$ cat src/rtl/slavefifo2b_stream_in_writer_if.sv
// Source-side word stream feeding the FX3 stream-IN writer.
// A word transfers on a clock edge where src_valid and src_ready are both high;
// src_data must be stable while src_valid is high, and src_ready may depend combinationally on state and flags.
interface slavefifo2b_stream_in_writer_if;
  logic        src_valid;
  logic [31:0] src_data;
  logic        src_ready;

  modport master (output src_valid, output src_data, input src_ready);
  modport slave  (input src_valid, input src_data, output src_ready);
endinterface

$ cat src/rtl/slavefifo2b_stream_in_writer.sv
// FX3 Slave FIFO 2-bit stream-IN master: moves source words onto the FX3 bus with SLWR#,
// commits short packets with PKTEND# on source-idle timeout or mode exit.
module slavefifo2b_stream_in_writer #(
  parameter int PKT_WORDS    = 1024,
  parameter int IDLE_TIMEOUT = 64,
  parameter int FLAG_LATENCY = 3,
  localparam int WCW = $clog2(PKT_WORDS)
) (
  input  logic                clk_100,
  input  logic                reset_,
  input  logic                stream_in_mode_selected,
  input  logic                flaga_d,
  input  logic                flagb_d,
  slavefifo2b_stream_in_writer_if.slave src,
  output logic                slwr_streamIN_,
  output logic                pktend_streamIN_,
  output logic [31:0]         data_out,
  output logic                data_oe,
  output logic                writing,
  output logic [2:0]          state_dbg,
  output logic [WCW-1:0]      word_cnt_dbg
);

  localparam int ICW = $clog2(IDLE_TIMEOUT + 1);
  localparam int DCW = $clog2(FLAG_LATENCY + 1);
  localparam logic [WCW-1:0] WC_LAST  = WCW'(PKT_WORDS - 1);
  localparam logic [ICW-1:0] IC_LAST  = ICW'(IDLE_TIMEOUT - 1);
  localparam logic [DCW-1:0] DLY_LOAD = DCW'(FLAG_LATENCY - 1);

  typedef enum logic [2:0] {
    IDLE       = 3'd0,
    FLAGA_RCVD = 3'd1,
    WAIT_FLAGB = 3'd2,
    WRITE      = 3'd3,
    WR_DELAY   = 3'd4,
    PKTEND     = 3'd5
  } state_t;

  state_t         state;
  logic [WCW-1:0] word_cnt;
  logic [ICW-1:0] idle_cnt;
  logic [DCW-1:0] dly_cnt;
  logic           accept;

  // Never accept in the cycle FLAGB or mode drops, so no word is written past the watermark.
  assign src.src_ready  = (state == WRITE) & flagb_d & stream_in_mode_selected;
  assign accept         = src.src_valid & src.src_ready;
  assign writing        = (state == WRITE);
  assign state_dbg      = state;
  assign word_cnt_dbg   = word_cnt;

  always_ff @(posedge clk_100 or negedge reset_) begin
    if (!reset_) begin
      state            <= IDLE;
      slwr_streamIN_   <= 1'b1;
      pktend_streamIN_ <= 1'b1;
      data_out         <= '0;
      data_oe          <= 1'b0;
      word_cnt         <= '0;
      idle_cnt         <= '0;
      dly_cnt          <= '0;
    end else begin
      slwr_streamIN_   <= ~accept;
      pktend_streamIN_ <= 1'b1;
      if (accept) begin
        data_out <= src.src_data;
        word_cnt <= (word_cnt == WC_LAST) ? '0 : word_cnt + 1'b1;
      end
      case (state)
        IDLE: begin
          if (stream_in_mode_selected && flaga_d) state <= FLAGA_RCVD;
        end
        FLAGA_RCVD: state <= WAIT_FLAGB;
        WAIT_FLAGB: begin
          if (!stream_in_mode_selected) begin
            state <= IDLE;
          end else if (flagb_d) begin
            state    <= WRITE;
            data_oe  <= 1'b1;
            idle_cnt <= '0;
          end
        end
        WRITE: begin
          if (!flagb_d) begin
            state    <= WR_DELAY;
            dly_cnt  <= DLY_LOAD;
            idle_cnt <= '0;
          end else if (!stream_in_mode_selected) begin
            idle_cnt <= '0;
            if (word_cnt != '0) begin
              state            <= PKTEND;
              pktend_streamIN_ <= 1'b0;
            end else begin
              state   <= IDLE;
              data_oe <= 1'b0;
            end
          end else if (!accept && idle_cnt == IC_LAST && word_cnt != '0) begin
            state            <= PKTEND;
            pktend_streamIN_ <= 1'b0;
            idle_cnt         <= '0;
          end else if (accept) begin
            idle_cnt <= '0;
          end else if (idle_cnt != IC_LAST) begin
            idle_cnt <= idle_cnt + 1'b1;
          end
        end
        WR_DELAY: begin
          // Partial packet stays open across the delay; word_cnt is kept.
          if (dly_cnt == '0) begin
            state   <= IDLE;
            data_oe <= 1'b0;
          end else begin
            dly_cnt <= dly_cnt - 1'b1;
          end
        end
        PKTEND: begin
          state    <= IDLE;
          data_oe  <= 1'b0;
          word_cnt <= '0;
          idle_cnt <= '0;
        end
        default: begin
          state   <= IDLE;
          data_oe <= 1'b0;
        end
      endcase
    end
  end

endmodule

$ cat src/flat_wrapper.sv
// flat-port wrapper written by rule: the top's interface ports become plain ports
module slavefifo2b_stream_in_writer_flat 
#(
  parameter int PKT_WORDS    = 1024,
  parameter int IDLE_TIMEOUT = 64,
  parameter int FLAG_LATENCY = 3,
  localparam int WCW = $clog2(PKT_WORDS)
)
  (clk_100, reset_, stream_in_mode_selected, flaga_d, flagb_d, slwr_streamIN_, pktend_streamIN_, data_out, data_oe, writing, state_dbg, word_cnt_dbg, src_src_valid, src_src_data, src_src_ready);
  slavefifo2b_stream_in_writer_if src_i ();
  input  logic clk_100;
  input  logic reset_;
  input  logic stream_in_mode_selected;
  input  logic flaga_d;
  input  logic flagb_d;
  output logic slwr_streamIN_;
  output logic pktend_streamIN_;
  output logic [31:0] data_out;
  output logic data_oe;
  output logic writing;
  output logic [2:0] state_dbg;
  output logic [WCW-1:0] word_cnt_dbg;
  input wire logic [$bits(src_i.src_valid)-1:0] src_src_valid;
  input wire logic [$bits(src_i.src_data)-1:0] src_src_data;
  output wire logic [$bits(src_i.src_ready)-1:0] src_src_ready;
  assign src_i.src_valid = src_src_valid;
  assign src_i.src_data = src_src_data;
  assign src_src_ready = src_i.src_ready;
  slavefifo2b_stream_in_writer #(.PKT_WORDS(PKT_WORDS), .IDLE_TIMEOUT(IDLE_TIMEOUT), .FLAG_LATENCY(FLAG_LATENCY)) u_core (.clk_100(clk_100), .reset_(reset_), .stream_in_mode_selected(stream_in_mode_selected), .flaga_d(flaga_d), .flagb_d(flagb_d), .src(src_i), .slwr_streamIN_(slwr_streamIN_), .pktend_streamIN_(pktend_streamIN_), .data_out(data_out), .data_oe(data_oe), .writing(writing), .state_dbg(state_dbg), .word_cnt_dbg(word_cnt_dbg));
endmodule
$ cat config.mk
export PLATFORM = sky130hd
export DESIGN_NAME = slavefifo2b_stream_in_writer_flat
export DESIGN_NICKNAME = d
export VERILOG_FILES = /design/src/rtl/slavefifo2b_stream_in_writer_if.sv /design/src/rtl/slavefifo2b_stream_in_writer.sv /design/src/flat_wrapper.sv
export SDC_FILE = /design/constraint.sdc
export NUM_CORES = 1
export LEC_CHECK = 0
export ABC_CLOCK_PERIOD_IN_PS = 1800
export CAP_MARGIN = 10
export CELL_PAD_IN_SITES_DETAIL_PLACEMENT = 1
export CELL_PAD_IN_SITES_GLOBAL_PLACEMENT = 2
export CORE_ASPECT_RATIO = 0.8
export CORE_MARGIN = 5
export CORE_UTILIZATION = 27
export DETAILED_ROUTE_END_ITERATION = 10
export PLACE_DENSITY = 0.83
export SYNTH_ARGS = -nofsm -noshare
export SYNTH_HDL_FRONTEND = slang
export SYNTH_SLANG_ARGS = --single-unit
$ cat constraint.sdc
create_clock -name clk_100 -period 1.8 [get_ports clk_100]
set_input_delay 0.18 -clock clk_100 [delete_from_list [all_inputs] [get_ports clk_100]]
set_output_delay 0.18 -clock clk_100 [all_outputs]
set_load 0.005 [all_outputs]
# After elaboration in Yosys (flattened, before gate mapping)
# Cells that the tools add are included.
dict set report word_totals {
  elab_cells 86
  output_inout_bits 50
  register_bits 57
  in_bits 38
}
dict set report op_classes {
  n_addsub 3
  muxes 35
  reduce_logical 15
  bitwise 5
  n_eq_ne 20
}
# operator count
set ops {}
lappend ops {{2-to-1 mux 7 bit} 7}
lappend ops {{2-to-1 mux 10 bit} 3}
lappend ops {{2-to-1 mux 3 bit} 8}
lappend ops {{case mux 7 bit (3 select lines)} 1}
lappend ops {{case mux 3 bit (5 select lines)} 1}
lappend ops {{!= test 2 bit, second input constant} 7}
lappend ops {{2-to-1 mux 1 bit} 11}
lappend ops {{adder 10 x 1 -> 10 bit, second input constant} 1}
lappend ops {{== test 10 bit, second input constant} 1}
lappend ops {{nonzero test 10 bit} 1}
lappend ops {{AND reduction 4 bit} 2}
lappend ops {{adder 7 x 1 -> 7 bit, second input constant} 1}
lappend ops {{== test 7 x 6 -> 1 bit, second input constant} 1}
lappend ops {{!= test 7 x 6 -> 1 bit, second input constant} 1}
lappend ops {{AND reduction 7 bit} 1}
lappend ops {{== test 3 x 2 -> 1 bit, second input constant} 2}
lappend ops {{== test 3 bit, second input constant} 2}
lappend ops {{!= test 6 x 3 -> 1 bit, second input constant} 1}
lappend ops {{2-to-1 mux 2 bit} 2}
lappend ops {{!= test 2 x 1 -> 1 bit, second input constant} 2}
lappend ops {{!= test 4 x 3 -> 1 bit, second input constant} 1}
lappend ops {{case mux 1 bit (4 select lines)} 1}
lappend ops {{case mux 2 bit (2 select lines)} 1}
lappend ops {{nonzero test 2 bit} 2}
lappend ops {{other kinds (12)} 17}

# Logic depth before layout (Yosys ltp)
dict set report logic_depth {
  word_depth 11
  mapped_depth 7
  ltp_nobuf 6
}

# Least setup slack after synthesis
# No wires, ideal clock.
dict set report synth_path {
  kind {reg-to-reg}
  from {reg u_core.word_cnt[0], in the netlist u_core.word_cnt_dbg[0]}
  to {reg u_core.data_oe}
  period_less_slack_ns 1.525
  n_path_buf 0
  required_time_ns 1.667
  path_stages_with_launch 7
  setup_ns 0.133
  arrival_time_ns 1.391
  setup_slack_ns 0.275
  path_cell_list {dfrtp_1 > inv_1 > ha_1 > nor3b_1 > nand3_1 > o311ai_0 > nand2_1}
}
dict set report synth_between {
  elab_chain_len 3
}
# element line
set synth_lines {}
lappend synth_lines {{start: declaration} slavefifo2b_stream_in_writer.sv:40} ;# logic [WCW-1:0] word_cnt;
lappend synth_lines {{start signal: assignment} slavefifo2b_stream_in_writer.sv:67} ;# word_cnt <= (word_cnt == WC_LAST) ? '0 : word_cnt + 1'b1;
lappend synth_lines {{nonzero test 10 bit} slavefifo2b_stream_in_writer.sv:90} ;# if (word_cnt != '0) begin
lappend synth_lines {{!= test 2 bit (no source line)} n/a}
lappend synth_lines {{AND reduction 7 bit (no source line)} n/a}
lappend synth_lines {{end signal: assignment} slavefifo2b_stream_in_writer.sv:95} ;# data_oe <= 1'b0;
lappend synth_lines {{end signal: assignment} slavefifo2b_stream_in_writer.sv:111} ;# data_oe <= 1'b0;
lappend synth_lines {{end signal: assignment} slavefifo2b_stream_in_writer.sv:118} ;# data_oe <= 1'b0;
lappend synth_lines {{end: declaration} slavefifo2b_stream_in_writer.sv:18} ;# output logic data_oe,
# No other way between the ends.
# A chain may end at the register's enable or synchronous reset.

# Worst setup path after layout
dict set report layout_path {
  from {reg u_core.state[2], in the netlist u_core.state_dbg[2]}
  to {out src_src_ready}
}
dict set report layout_between {
  elab_chain_len 3
}
# element line
set layout_lines {}
lappend layout_lines {{start: declaration} slavefifo2b_stream_in_writer.sv:39} ;# state_t state;
lappend layout_lines {{start signal: assignment} slavefifo2b_stream_in_writer.sv:54} ;# state <= IDLE;
lappend layout_lines {{start signal: assignment} slavefifo2b_stream_in_writer.sv:71} ;# if (stream_in_mode_selected && flaga_d) state <= FLAGA_RCVD;
lappend layout_lines {{start signal: assignment} slavefifo2b_stream_in_writer.sv:73} ;# FLAGA_RCVD: state <= WAIT_FLAGB;
lappend layout_lines {{== test 3 x 2 -> 1 bit} slavefifo2b_stream_in_writer.sv:46} ;# assign src.src_ready = (state == WRITE) & flagb_d & stream_in_mode_selected;
lappend layout_lines {{bitwise AND 1 bit (2 in series)} slavefifo2b_stream_in_writer.sv:46}
lappend layout_lines {{end: declaration} flat_wrapper.sv:25} ;# output wire logic [$bits(src_i.src_ready)-1:0] src_src_ready;
# No other way between the ends.

==> metrics.txt <==
outcome=complete, no violations; HP Class=in -> reg; vias after detailed routing=2585; antenna cells=0; most used routing layer=met2; cell area after synthesis=2704 um^2; Post-synth top flop=dfrtp_1; core box area=9729 um^2; I/O Buffers=87; leading area contributor after synthesis=dfrtp_1; CTS H-tree lvls=3; Synth Instances=299; top cells by count, synth=118 x nand2_1, 55 x dfrtp_1, 12 x a21oi_1; Synth Register Bits=57; Slew @ Worst Pin=0.3978 ns; layout cell share with drive strength beyond 1=0.1391; Final #Nets=454; Slew Limit Headroom=0.7320; Post-synth ARST share=1.000; worst clock skew=0.007384 ns; GP Congestion=0.8475; grt met2 use=0.2458; CP endpoint kind=primary output; Initial Util=0.2779; Via density=4.675; Num Clock Sinks=57; vias in the first global route=2802; pin count of the biggest net entering global routing=58; Yosys top cell area share=0.5090; I/O Pins=88; DRC violations left=0; Distinct cells, synth=50; Num CTS Buffers=9; ranking of synthesized cells by area=dfrtp_1 51%, nand2_1 16%, a21oi_1 2.2%, mux2i_1 2.2%, dfstp_2 1.9%; top-count cell post-synth=nand2_1; Pleak=0.001987 uW; pwr dens=1447 nW/um^2; Post-DP Area=3875 um^2; first-pass GRT wire length=14360 um; Slew Limit Fails=0; post-layout min period=1.747 ns; Hold Violations, Final=0; drt pass-1 iters=4; fin crit share=0.9704; Synth Area per Inst=9.043 um^2; Global Route met1 Usage=0.1937; final wirelength=8709 um; GRT Total Usage=0.1495; Die ar.=12130 um^2; Worst Path Arrival=1.57 ns; Post-synth EDFFs=0; First DRT Iteration DRCs=178; post-route ant nets=0; CP required=1.62 ns; final worst slack=0.05327 ns; syn_nets=341; root buffer cell=clkbuf_16; Placement Rows=32; CP startpoint kind=flip-flop; die height=99.51 um; initial antenna violation count=0; crit path max fanout=6; CTS tree=built; detailed placement HPWL=6132 um; CTS clk-pin slew, worst paths=0.05 ns; CP Class=reg -> out; Avg WL per Cell=15.75 um; met3 usage=0.03638; worst skew pair latency=0.33 ns; final instance area=4280 um^2; yosys warns=0; max cap viols=0; maximum clock insertion buffer count=2; worst vdd ir=0.0005979 V; Max Fclk=0.5725 GHz; Overflow after GRT=0; final setup violating endpoints=0; Seq/Total Area, Yosys=0.5285; Layout area overhead=58.31%; Die X=121.9 um; pre-CTS setup slack=-0.02127 ns
[cells in the final DEF, fill, tap and decap left out, types with 2 or more instances in the layout]
master,synthesis,routed
a21oi_1,12,12
a31oi_1,3,3
and2_1,2,2
and3_1,4,4
and4_1,3,2
buf_12,0,2
buf_4,1,25
bufinv_16,0,3
clkbuf_16,0,9
clkdlybuf4s50_1,0,85
clkinv_4,0,2
dfrtp_1,55,53
dfrtp_2,0,2
dfstp_2,2,2
ha_1,4,4
inv_1,10,9
inv_2,1,2
mux2i_1,6,6
nand2_1,118,118
nand3_1,9,8
nand4_1,3,3
nor2_1,4,4
nor2b_1,2,2
nor3_1,3,3
nor3b_1,2,2
nor4_1,2,2
o211ai_1,4,4
o21a_1,2,2
o21ai_0,7,7
o22a_1,2,2
o32ai_1,2,2
or3_1,3,3
[power breakdown]
part	switching, uW	total [uW]	internal [uW]	leakage [uW]
Clock	620	2010	1390	0.000169
Sequential	289	1980	1690	0.000743
Combinational	944	2200	1260	0.00108
[stage by stage]
stage / cells / hold WS [ns] / total power (uW) / util / setup TNS, ns
floorplan: 299 / -0.1156 / 2785 / - / 0
global placement: 532 / 0.2130 / 4070 / 0.3983 / 0
detailed placement: 532 / 0.2133 / 4139 / 0.3983 / -0.02127
CTS: 550 / 0.3733 / 6231 / 0.4367 / 0
global route: 553 / 0.3629 / 6592 / 0.4399 / -0.001320
finish: 553 / 0.3138 / 6194 / 0.4399 / 0
[routing by layer]
metal / vias to the layer above / wire (um)
li1: 1242 / -
met1: 1287 / 3987
met2: 49 / 4311
met3: 7 / 296
met4: 0 / 114
met5: - / 0
[state kept, by name, indices dropped and copies added, names as in the netlist]
name,count
u_core.state_dbg,3
u_core.data_out,32
u_core.slwr_streamIN_,1
u_core.pktend_streamIN_,1
u_core.idle_cnt,7
u_core.word_cnt_dbg,10
u_core.dly_cnt,2
u_core.data_oe,1
[cell families (layout without fill, tap and decap cells)]
logic type | count (synthesis) | count (layout) | synth area share
and+or+nand+nor | 165 | 165 | 0.2860
adders and majority gates | 4 | 4 | 0.01851
AOI/OAI and AO/OA | 43 | 43 | 0.1064
muxes | 6 | 6 | 0.02221
buffers and inverters | 24 | 142 | 0.03841
DFF | 57 | 57 | 0.5285
[path summary, 6_finish.rpt]
check                                               endpoint  cells past startpoint  slack, ns                            start
setup / recovery                               src_src_ready                      3       0.05  u_core.state_dbg[2]$_DFFE_PN0P_
hold / removal             u_core.pktend_streamIN_$_DFF_PN1_                      3       0.31          stream_in_mode_selected
min in group asynchronous    u_core.data_out[24]$_DFFE_PN0P_                      3       0.40                           reset_
hold reg to reg              u_core.data_out[20]$_DFFE_PN0P_                      2       0.47  u_core.data_out[20]$_DFFE_PN0P_
setup reg to reg             u_core.state_dbg[2]$_DFFE_PN0P_                      5       0.14   u_core.idle_cnt[1]$_DFFE_PN0P_
max in group asynchronous    u_core.slwr_streamIN_$_DFF_PN1_                      3       1.08                           reset_
[final cells by class]
cell class / instances / area (um^2)
Fill cell: 1137 / 5449
Sequential cell: 57 / 1431
Multi-Input combinational cell: 218 / 1177
Timing Repair Buffer: 115 / 1106
Clock buffer: 10 / 239.0
Tap cell: 136 / 170.2
Clock inverter: 6 / 115.1
Inverter: 11 / 41.29
[timing repair]
action | in CTS | in global routing
pin swaps | 0 | 1
endpoints found under the hold margin | 55 | 0
resized for setup | 3 | 3
setup buffers | 1 | 3
hold buffers | 1 | 0
gates cloned | 0 | 0
endpoints found under the setup margin | 2 | 6
[critical path, cell delays in order (launching register included)]
cell             delay, ns
dfrtp_1               0.39
nand3b_4              0.22
nor2_1                0.12
clkdlybuf4s50_1       0.51
Power figures use the tool's default switching activity.
